[src/rtl/aes_pkg.sv]
// Shared types and constants for the AES round controller.
// Key-length codes, round counts and the controller state encoding.
package aes_pkg;

  typedef enum logic [1:0] {
    IDLE  = 2'd0,
    LOAD  = 2'd1,
    ROUND = 2'd2,
    DONE  = 2'd3
  } state_t;

  localparam logic [1:0] KEYLEN_128 = 2'b00;
  localparam logic [1:0] KEYLEN_192 = 2'b01;
  localparam logic [1:0] KEYLEN_256 = 2'b10;
  localparam logic [1:0] KEYLEN_BAD = 2'b11;

  localparam logic [3:0] NR_128 = 4'd10;
  localparam logic [3:0] NR_192 = 4'd12;
  localparam logic [3:0] NR_256 = 4'd14;

  // An illegal code returns 0; callers reject that code before using the result.
  function automatic logic [3:0] nr_for_keylen(input logic [1:0] key_len);
    logic [3:0] nr;
    nr = 4'd0;
    case (key_len)
      KEYLEN_128: nr = NR_128;
      KEYLEN_192: nr = NR_192;
      KEYLEN_256: nr = NR_256;
      default:    nr = 4'd0;
    endcase
    return nr;
  endfunction

endpackage

[src/rtl/aes_round_counter.sv]
// Round index / in-round cycle counter for the AES round controller.
// idx runs 1..nr and holds at nr; cnt wraps every rc cycles.
module aes_round_counter (
  input  logic       clk,
  input  logic       rst,
  input  logic       clear,
  input  logic       en,
  input  logic [3:0] nr,
  input  logic [2:0] rc,
  output logic [3:0] idx,
  output logic       start,
  output logic       last
);

  logic [2:0] cnt;

  assign start = (cnt == 3'd0);
  assign last  = (cnt == rc - 3'd1);

  // Clear parks the counter at the first cycle of round 1, ready for the next block.
  always_ff @(posedge clk or posedge rst) begin
    if (rst) begin
      idx <= 4'd1;
      cnt <= 3'd0;
    end else if (clear) begin
      idx <= 4'd1;
      cnt <= 3'd0;
    end else if (en) begin
      if (last) begin
        cnt <= 3'd0;
        if (idx != nr) idx <= idx + 4'd1;
      end else begin
        cnt <= cnt + 3'd1;
      end
    end
  end

endmodule

[src/rtl/aes_round_ctrl.sv]
// AES round sequencer: accepts a block, steps the datapath through NR rounds of
// RC cycles each, then presents the result until the consumer takes it.
module aes_round_ctrl
  import aes_pkg::*;
#(
  parameter int RC = 2
) (
  input  logic       clk,
  input  logic       rst,
  input  logic       in_valid,
  output logic       in_ready,
  input  logic [1:0] key_len,
  input  logic       abort,
  output logic       dp_load,
  output logic       dp_round_start,
  output logic [3:0] dp_round,
  output logic       dp_final,
  output logic       dp_capture,
  output logic       out_valid,
  input  logic       out_ready,
  output logic       cfg_err,
  output logic       busy
);

  localparam logic [2:0] RC_CYCLES = 3'(RC);

  state_t     state;
  logic       armed;
  logic [3:0] nr_q;
  logic [3:0] idx;
  logic       start;
  logic       last;
  logic       in_round;

  assign in_round = (state == ROUND);

  // armed keeps in_ready low until the first edge after reset is released.
  assign in_ready = armed && (state == IDLE);

  aes_round_counter u_counter (
    .clk   (clk),
    .rst   (rst),
    .clear (!in_round),
    .en    (in_round),
    .nr    (nr_q),
    .rc    (RC_CYCLES),
    .idx   (idx),
    .start (start),
    .last  (last)
  );

  // The dp_* strobes trail the state by one cycle, which gives the fixed
  // 2 + NR*RC accept-to-out_valid latency; busy tracks the state directly.
  always_ff @(posedge clk or posedge rst) begin
    if (rst) begin
      state          <= IDLE;
      armed          <= 1'b0;
      nr_q           <= 4'd0;
      dp_load        <= 1'b0;
      dp_round_start <= 1'b0;
      dp_round       <= 4'd0;
      dp_final       <= 1'b0;
      dp_capture     <= 1'b0;
      out_valid      <= 1'b0;
      cfg_err        <= 1'b0;
      busy           <= 1'b0;
    end else begin
      armed          <= 1'b1;
      cfg_err        <= 1'b0;
      dp_load        <= (state == LOAD);
      dp_round_start <= in_round && start;
      dp_capture     <= in_round && last;
      dp_round       <= in_round ? idx : 4'd0;
      dp_final       <= in_round && (idx == nr_q);

      case (state)
        IDLE: begin
          if (in_valid && in_ready) begin
            if (key_len == KEYLEN_BAD) begin
              cfg_err <= 1'b1;
            end else begin
              nr_q  <= nr_for_keylen(key_len);
              state <= LOAD;
              busy  <= 1'b1;
            end
          end
        end
        LOAD: state <= ROUND;
        ROUND: begin
          if (last && (idx == nr_q)) state <= DONE;
        end
        DONE: begin
          if (out_valid && out_ready) begin
            state     <= IDLE;
            busy      <= 1'b0;
            out_valid <= 1'b0;
          end else begin
            out_valid <= 1'b1;
          end
        end
        default: state <= IDLE;
      endcase

      // Abort wins over capture and the out_valid handshake alike.
      if (abort && (state != IDLE)) begin
        state          <= IDLE;
        busy           <= 1'b0;
        out_valid      <= 1'b0;
        dp_load        <= 1'b0;
        dp_round_start <= 1'b0;
        dp_round       <= 4'd0;
        dp_final       <= 1'b0;
        dp_capture     <= 1'b0;
      end
    end
  end

endmodule

[config.mk]
export PLATFORM = sky130hd
export DESIGN_NAME = aes_round_ctrl
export DESIGN_NICKNAME = d
export VERILOG_FILES = /design/src/rtl/aes_pkg.sv /design/src/rtl/aes_round_counter.sv /design/src/rtl/aes_round_ctrl.sv
export SDC_FILE = /design/constraint.sdc
export NUM_CORES = 1
export LEC_CHECK = 0
export ABC_AREA = 1
export BUFFER_PORTS_ARGS = -buffer_cell sky130_fd_sc_hd__buf_2
export CORE_UTILIZATION = 54
export DETAILED_ROUTE_END_ITERATION = 16
export GPL_ROUTABILITY_DRIVEN = 0
export HOLD_SLACK_MARGIN = 0.15
export PLACE_DENSITY_LB_ADDON = 0.12
export RECOVER_POWER = 25
export SLEW_MARGIN = 20
export SYNTH_ARGS = -nofsm -noshare
export SYNTH_HDL_FRONTEND = slang
export SYNTH_SLANG_ARGS = --single-unit
[constraint.sdc]
create_clock -name clk -period 1.9 [get_ports clk]
set_clock_uncertainty 0.15 [all_clocks]
set_input_delay 0.095 -clock clk [delete_from_list [all_inputs] [get_ports clk]]
set_output_delay 0.095 -clock clk [all_outputs]
set_load 0.02 [all_outputs]
-- Word level (Yosys, flattened, before mapping)
Cells that the tools add are included.
- register bits: 25
- bits in latches: 0
- memory bits (writable): 0
- bits in read-only memories: 0
- input bits: 7
- output and inout port bits: 12
- word-level logic and storage cells: 78
- memories: 0
- add/sub/neg operators: 2
- $mul: 0
- div/mod/pow operators: 0
- $lt $le $gt $ge: 0
- eq/ne operators: 15
- shifts and indexed selects: 0
- multiplexer cells: 29
- bitwise operators: 1
- reduce and logical (&&, ||, !) cells: 18
- operators with widths (kind ; number):
    2-to-1 mux 4 bit ; 5
    2-to-1 mux 1 bit ; 14
    one-hot mux 4 bit (3 select lines) ; 1
    2-to-1 mux 2 bit ; 5
    equality test 2 bit, second input constant ; 4
    logical AND 1 bit ; 8
    one-hot mux 2 bit (4 select lines) ; 1
    AND reduction 4 bit ; 2
    2-to-1 mux 3 bit ; 2
    inequality test 3 x 1 -> 1 bit, second input constant ; 2
    adder 4 x 1 -> 4 bit, second input constant ; 1
    equality test 2 x 1 -> 1 bit, second input constant ; 2
    equality test 4 bit ; 1
    logical NOT 2 bit ; 2
    inequality test 4 bit ; 1
    nonzero test 2 bit ; 2
    adder 3 x 1 -> 3 bit, second input constant ; 1
    equality test 3 x 1 -> 1 bit, second input constant ; 1
    logical NOT 3 bit ; 1
    inequality test 3 x 2 -> 1 bit, second input constant ; 1
    inequality test 3 bit, second input constant ; 1
    AND reduction 3 bit ; 1
    nonzero test 3 bit ; 1
    inequality test 2 x 1 -> 1 bit, second input constant ; 1
    4 further kinds ; 4

-- Longest topological paths before layout
- depth in word-level cells: 6
- depth in mapped cells: 9
- gate-level depth less buffers: 9

-- Cells and area by module
A second synthesis with hierarchy kept.
- cells, all modules: 192
- area, all modules: 1436.4 sq um
- by module, submodules not included (module ; instances ; cells an instance ; area each (sq um) ; seq. area each (sq um)):
    aes_round_ctrl ; 1 ; 103 ; 852.1 ; 425.4
    aes_round_counter ; 1 ; 89 ; 584.3 ; 176.4

-- Least setup slack after synthesis
Ideal clock, no wire load.
- path type: register to register
- start: reg state[0]
- end: reg busy
- library setup time: 118 ps
- arrival time: 1369 ps
- required time: 1632 ps
- slack: 263 ps
- stages on the path, launching flop included: 9
- path buffers: 0
- period minus slack after synthesis: 1637 ps
- cell sequence: dfrtp_1 inv_1 ha_1 nor2_2 nor2_1 a21oi_2 nand2_2 nand2_1 o21ai_2
- word-level cells in the longest chain between the ends: 5
- elaborated cells between the ends (all ways): 13
- classes of those cells: eq/ne (4); mux (2); reduce/logical (7)
- ends and longest elaborated chain (what ; RTL line ; text):
    start, declared ; aes_round_ctrl.sv:27 ; state_t state;
    start signal, assigned ; aes_round_ctrl.sv:56 ; state <= IDLE;
    start signal, assigned ; aes_round_ctrl.sv:83 ; state <= LOAD;
    start signal, assigned ; aes_round_ctrl.sv:88 ; LOAD: state <= ROUND;
    logical NOT 2 bit ; aes_round_ctrl.sv:38, aes_round_ctrl.sv:76 ;
    logical AND 1 bit ; aes_round_ctrl.sv:38 ; assign in_ready = armed && (state == IDLE);
    logical AND 1 bit ; aes_round_ctrl.sv:78 ; if (in_valid && in_ready) begin
    inequality test 3 x 1 -> 1 bit (no source line) ; -- ;
    AND reduction 4 bit (no source line) ; -- ;
    end signal, assigned ; aes_round_ctrl.sv:66 ; busy <= 1'b0;
    end signal, assigned ; aes_round_ctrl.sv:84 ; busy <= 1'b1;
    end signal, assigned ; aes_round_ctrl.sv:95 ; busy <= 1'b0;
    end, declared ; aes_round_ctrl.sv:22 ; output logic busy
Parallel ways exist; a longest one is shown, timed or not.
A chain may end at the register's enable or synchronous reset.

-- Worst setup path after layout
- start: reg state[0]
- end: reg cfg_err
- word-level cells in the longest chain between the ends: 5
- ends and longest elaborated chain (what ; RTL line ; text):
    logical NOT 2 bit (*) ; aes_round_ctrl.sv:38, aes_round_ctrl.sv:76 ;
    logical AND 1 bit ; aes_round_ctrl.sv:38 ;
    logical AND 1 bit ; aes_round_ctrl.sv:78 ;
    2-to-1 mux 1 bit ; aes_round_ctrl.sv:78 ;
    2-to-1 mux 1 bit (*) ; aes_round_ctrl.sv:76 ; case (state)
    end signal, assigned ; aes_round_ctrl.sv:65 ; cfg_err <= 1'b0;
    end signal, assigned ; aes_round_ctrl.sv:69 ; cfg_err <= 1'b0;
    end signal, assigned ; aes_round_ctrl.sv:80 ; cfg_err <= 1'b1;
    end, declared ; aes_round_ctrl.sv:21 ; output logic cfg_err,
Every way passes the cells marked *; elsewhere a longest branch is shown, timed or not.

==> results.md <==
* Overflow left after global routing at 0
* WL final at 2.33 mm
* Worst-Margin Slew at 582 ps
* Clock input transition at the sequential cells of the worst setup and hold paths at 130 ps
* Hold crit path type: in -> async
* Drt drc at 0
* Delay of the slowest cell on the worst path at 560 ps
* Post-route setup TNS at 0 ps
* Static leakage power at 0.780 nW
* Number of hold violations in the final report at 0
* Synth Cell Area at 1180 um^2
* Number of fill cells at 174
* Crit path max-delay family: buffers and inverters
* Adder-cell share of the synthesized area at 8.51%
* RSZ-0062 raised after global routing: no
* Deepest level of the CTS H-tree at 1
* Arrival time of data at the critical path endpoint at 1880 ps
* Synth warnings at 0
* Post-route minimum period at 1770 ps
* Buffer and inverter count on the worst path at 2
* Endpoint type of the worst setup path: flip-flop
* Slowest library cell on the worst path: dlygate4sd3_1
* Share of cells above drive strength 1 at 21.0%
* Number of buffers between clock root and the deepest sink at 2
* Type of origin of the critical path: flip-flop
* Antenna diodes at 0
* FF/Latch Area at 602 um^2
* Commonest non-fill, non-tap cell in the layout: nand2_1
* Worst IR Drop VDD at 0.859 mV
* TritonCTS clock tree: built
* Signed area change from the synthesized netlist to the final layout at 21.3%
* Final max-slew violation count at 0
* Starting density of the core at 58.7%
* Number of CTS-inserted buffers at 3
* WP data required at 2010 ps
* Area fraction in compound gates after synthesis at 4.79%
* Number of synthesized register bits at 24
* Slew HR at 61.2%
* Number of cell rows at 16
* Share of the synthesized netlist area taken by xor and xnor gates at 2.23%
* Net total in the final layout at 183
* Kind of critical path: reg -> reg
* Synth Area per Inst at 8.71 um^2
* Part of the Yosys area used for sequential elements at 51.2%
* Via Count at 928
* Multi-input combinational cell area at 490 um^2
* Core Region at 2000 um^2
* Global-route wire length before repair at 4.11 mm
* Power per unit of standard cell area at 1180 nW/um^2
* Post-route total power at 1.69 mW
* Residual antenna-violating net count after detailed routing at 0
* Half-perimeter wire length of the detailed placement result at 1.74 mm
* Cell at the root of the clock tree: clkbuf_4
* Via-to-Cell Ratio at 4.78
* Number of ports placed on the die boundary at 19
* Main combinational cell family by area after synthesis: simple AND/OR/NAND/NOR gates
* Run status: complete, no violations
* CP Max Fanout at 5
* Final setup violation count at 0
* First DRT Iteration DRCs at 22
* Simple-gate area share of the yosys netlist at 25.0%
* Clock sink total at 24
* Pin count of the biggest net entering global routing at 25
* Total Die Area at 2370 um^2
* Count of buffers inserted at the top-level ports at 18
* Die width at 48.7 um
* Initial antenna violation count at 0
* Instance count of the mapped netlist at 135
* Total routing usage reported by global routing at 22.7%
* List of cells traversed by the critical path: inv_1 > ha_2 > nand3_2 > nor2_1 > dlygate4sd3_1
* Setup Buffers After CTS at 0
* Average wire length per cell after detail routing at 12.0 um
* Number of distinct library cells after synthesis at 23
* Latest clock arrival within the worst-skew pair at 310 ps
* Proportion of synthesized area in mux cells at 0%
* Syn nets at 150
* Number of violations of the max-capacitance limit at 0
* Most frequent cells in the layout: nand2_1 (32), inv_1 (24), dfrtp_1 (23)
* Highest achievable clock rate at 0.565 GHz
* Die span in y at 48.7 um
* Count of TritonRoute iterations in the first routing pass at 4
* Portion of the clock cycle consumed by the worst path in the final layout at 93.2%
* Vias in the first global route at 947
[cell usage after synthesis]
master   count  area share, %
nand2_1     32             10
inv_1       24            7.7
dfrtp_1     23             49
nor2_1      16            5.1
ha_1         8            8.5
nand3_1      7            3.0
a21oi_1      4            1.7
xor2_1       3            2.2
nand4_1      2            1.1
nor3_1       2           0.85
o21ai_0      2           0.85
a21oi_2      1           0.74
a31o_2       1           0.74
conb_1       1           0.32
dfstp_2      1            2.2
inv_2        1           0.32
nand2_2      1           0.53
nand3_2      1           0.85
nor2_2       1           0.53
nor2_4       1           0.96
nor3_4       1            1.4
nor4_1       1           0.53
o21ai_2      1           0.74
[where the power goes]
group          total [mW]  switching (mW)  leakage, nW  internal, mW
combinational       0.758           0.478        0.454         0.280
sequential          0.702          0.0794        0.311         0.623
clock               0.226           0.144       0.0150        0.0820
total                1.69           0.701        0.780         0.985
[state kept, by name, summed over array words and instances (netlist names), 2 cells and up]
signal and cells:
nr_q 3, u_counter.idx 4, state 2, dp_round 4, u_counter.cnt 3
[per-stage QoR]
step                      setup WS [ps]  cells  hold slack, ps  utilization [%]  area (um^2)
after floorplan                     263    135           -41.1                -         1180
final                               129    194             295             71.3         1430
after global placement              163    183           -4.50             66.1         1320
after detailed placement           59.0    183            3.96             66.1         1320
after global routing               16.2    194             385             71.3         1430
after CTS                          31.5    194             205             70.9         1420
[routing by layer]
layer	vias up	track usage (%)	wire length, um
met4	0	7.35	16
met3	2	1.89	51
met2	20	40.7	1280
li1	477	-	-
met1	429	28.6	981
met5	-	0	0
[final timing paths]
| path | from | to | slack (ps) | depth (start not counted) |
|---|---|---|---|---|
| max | state[0] | cfg_err | 130 | 5 |
| min | rst | busy | 290 | 4 |
| max reg2reg | state[0] | cfg_err | 130 | 5 |
| min reg2reg | u_counter.cnt[0] | u_counter.cnt[0] | 360 | 1 |
| max in group asynchronous | rst | u_counter.idx[0] | 910 | 4 |
| min in group clk | u_counter.cnt[0] | u_counter.cnt[0] | 360 | 1 |
[cell families (layout without fill, tap and decap cells)]
group,after synthesis,in the layout
other,1,1
buffers and inverters,25,57
AO/OA/AOI/OAI,9,9
AND/OR/NAND/NOR,65,65
XOR/XNOR,3,3
flip-flops,24,24
adder cells (fa/ha/maj),8,8
[repair_timing]
| item | in CTS | in global routing |
|---|---|---|
| hold buffers | 7 | 0 |
| hold endpoints to repair | 30 | 0 |
| resized for setup | 0 | 2 |
| setup endpoints to repair | 0 | 3 |
[final cells by class]
| type | instances | share of cell area, % |
|---|---|---|
| timing repair buffer | 28 | 12.6 |
| multi-input combinational | 86 | 34.4 |
| tap | 27 | 2.37 |
| clock buffer | 4 | 1.84 |
| inverter | 25 | 6.58 |
| sequential | 24 | 42.2 |
[worst min-delay path, stage by stage]
cell and delay [ps]:
dlygate4sd3_1 530, buf_2 120, inv_1 40, clkbuf_2 460
No activity file was read; power rests on OpenSTA's default activity.
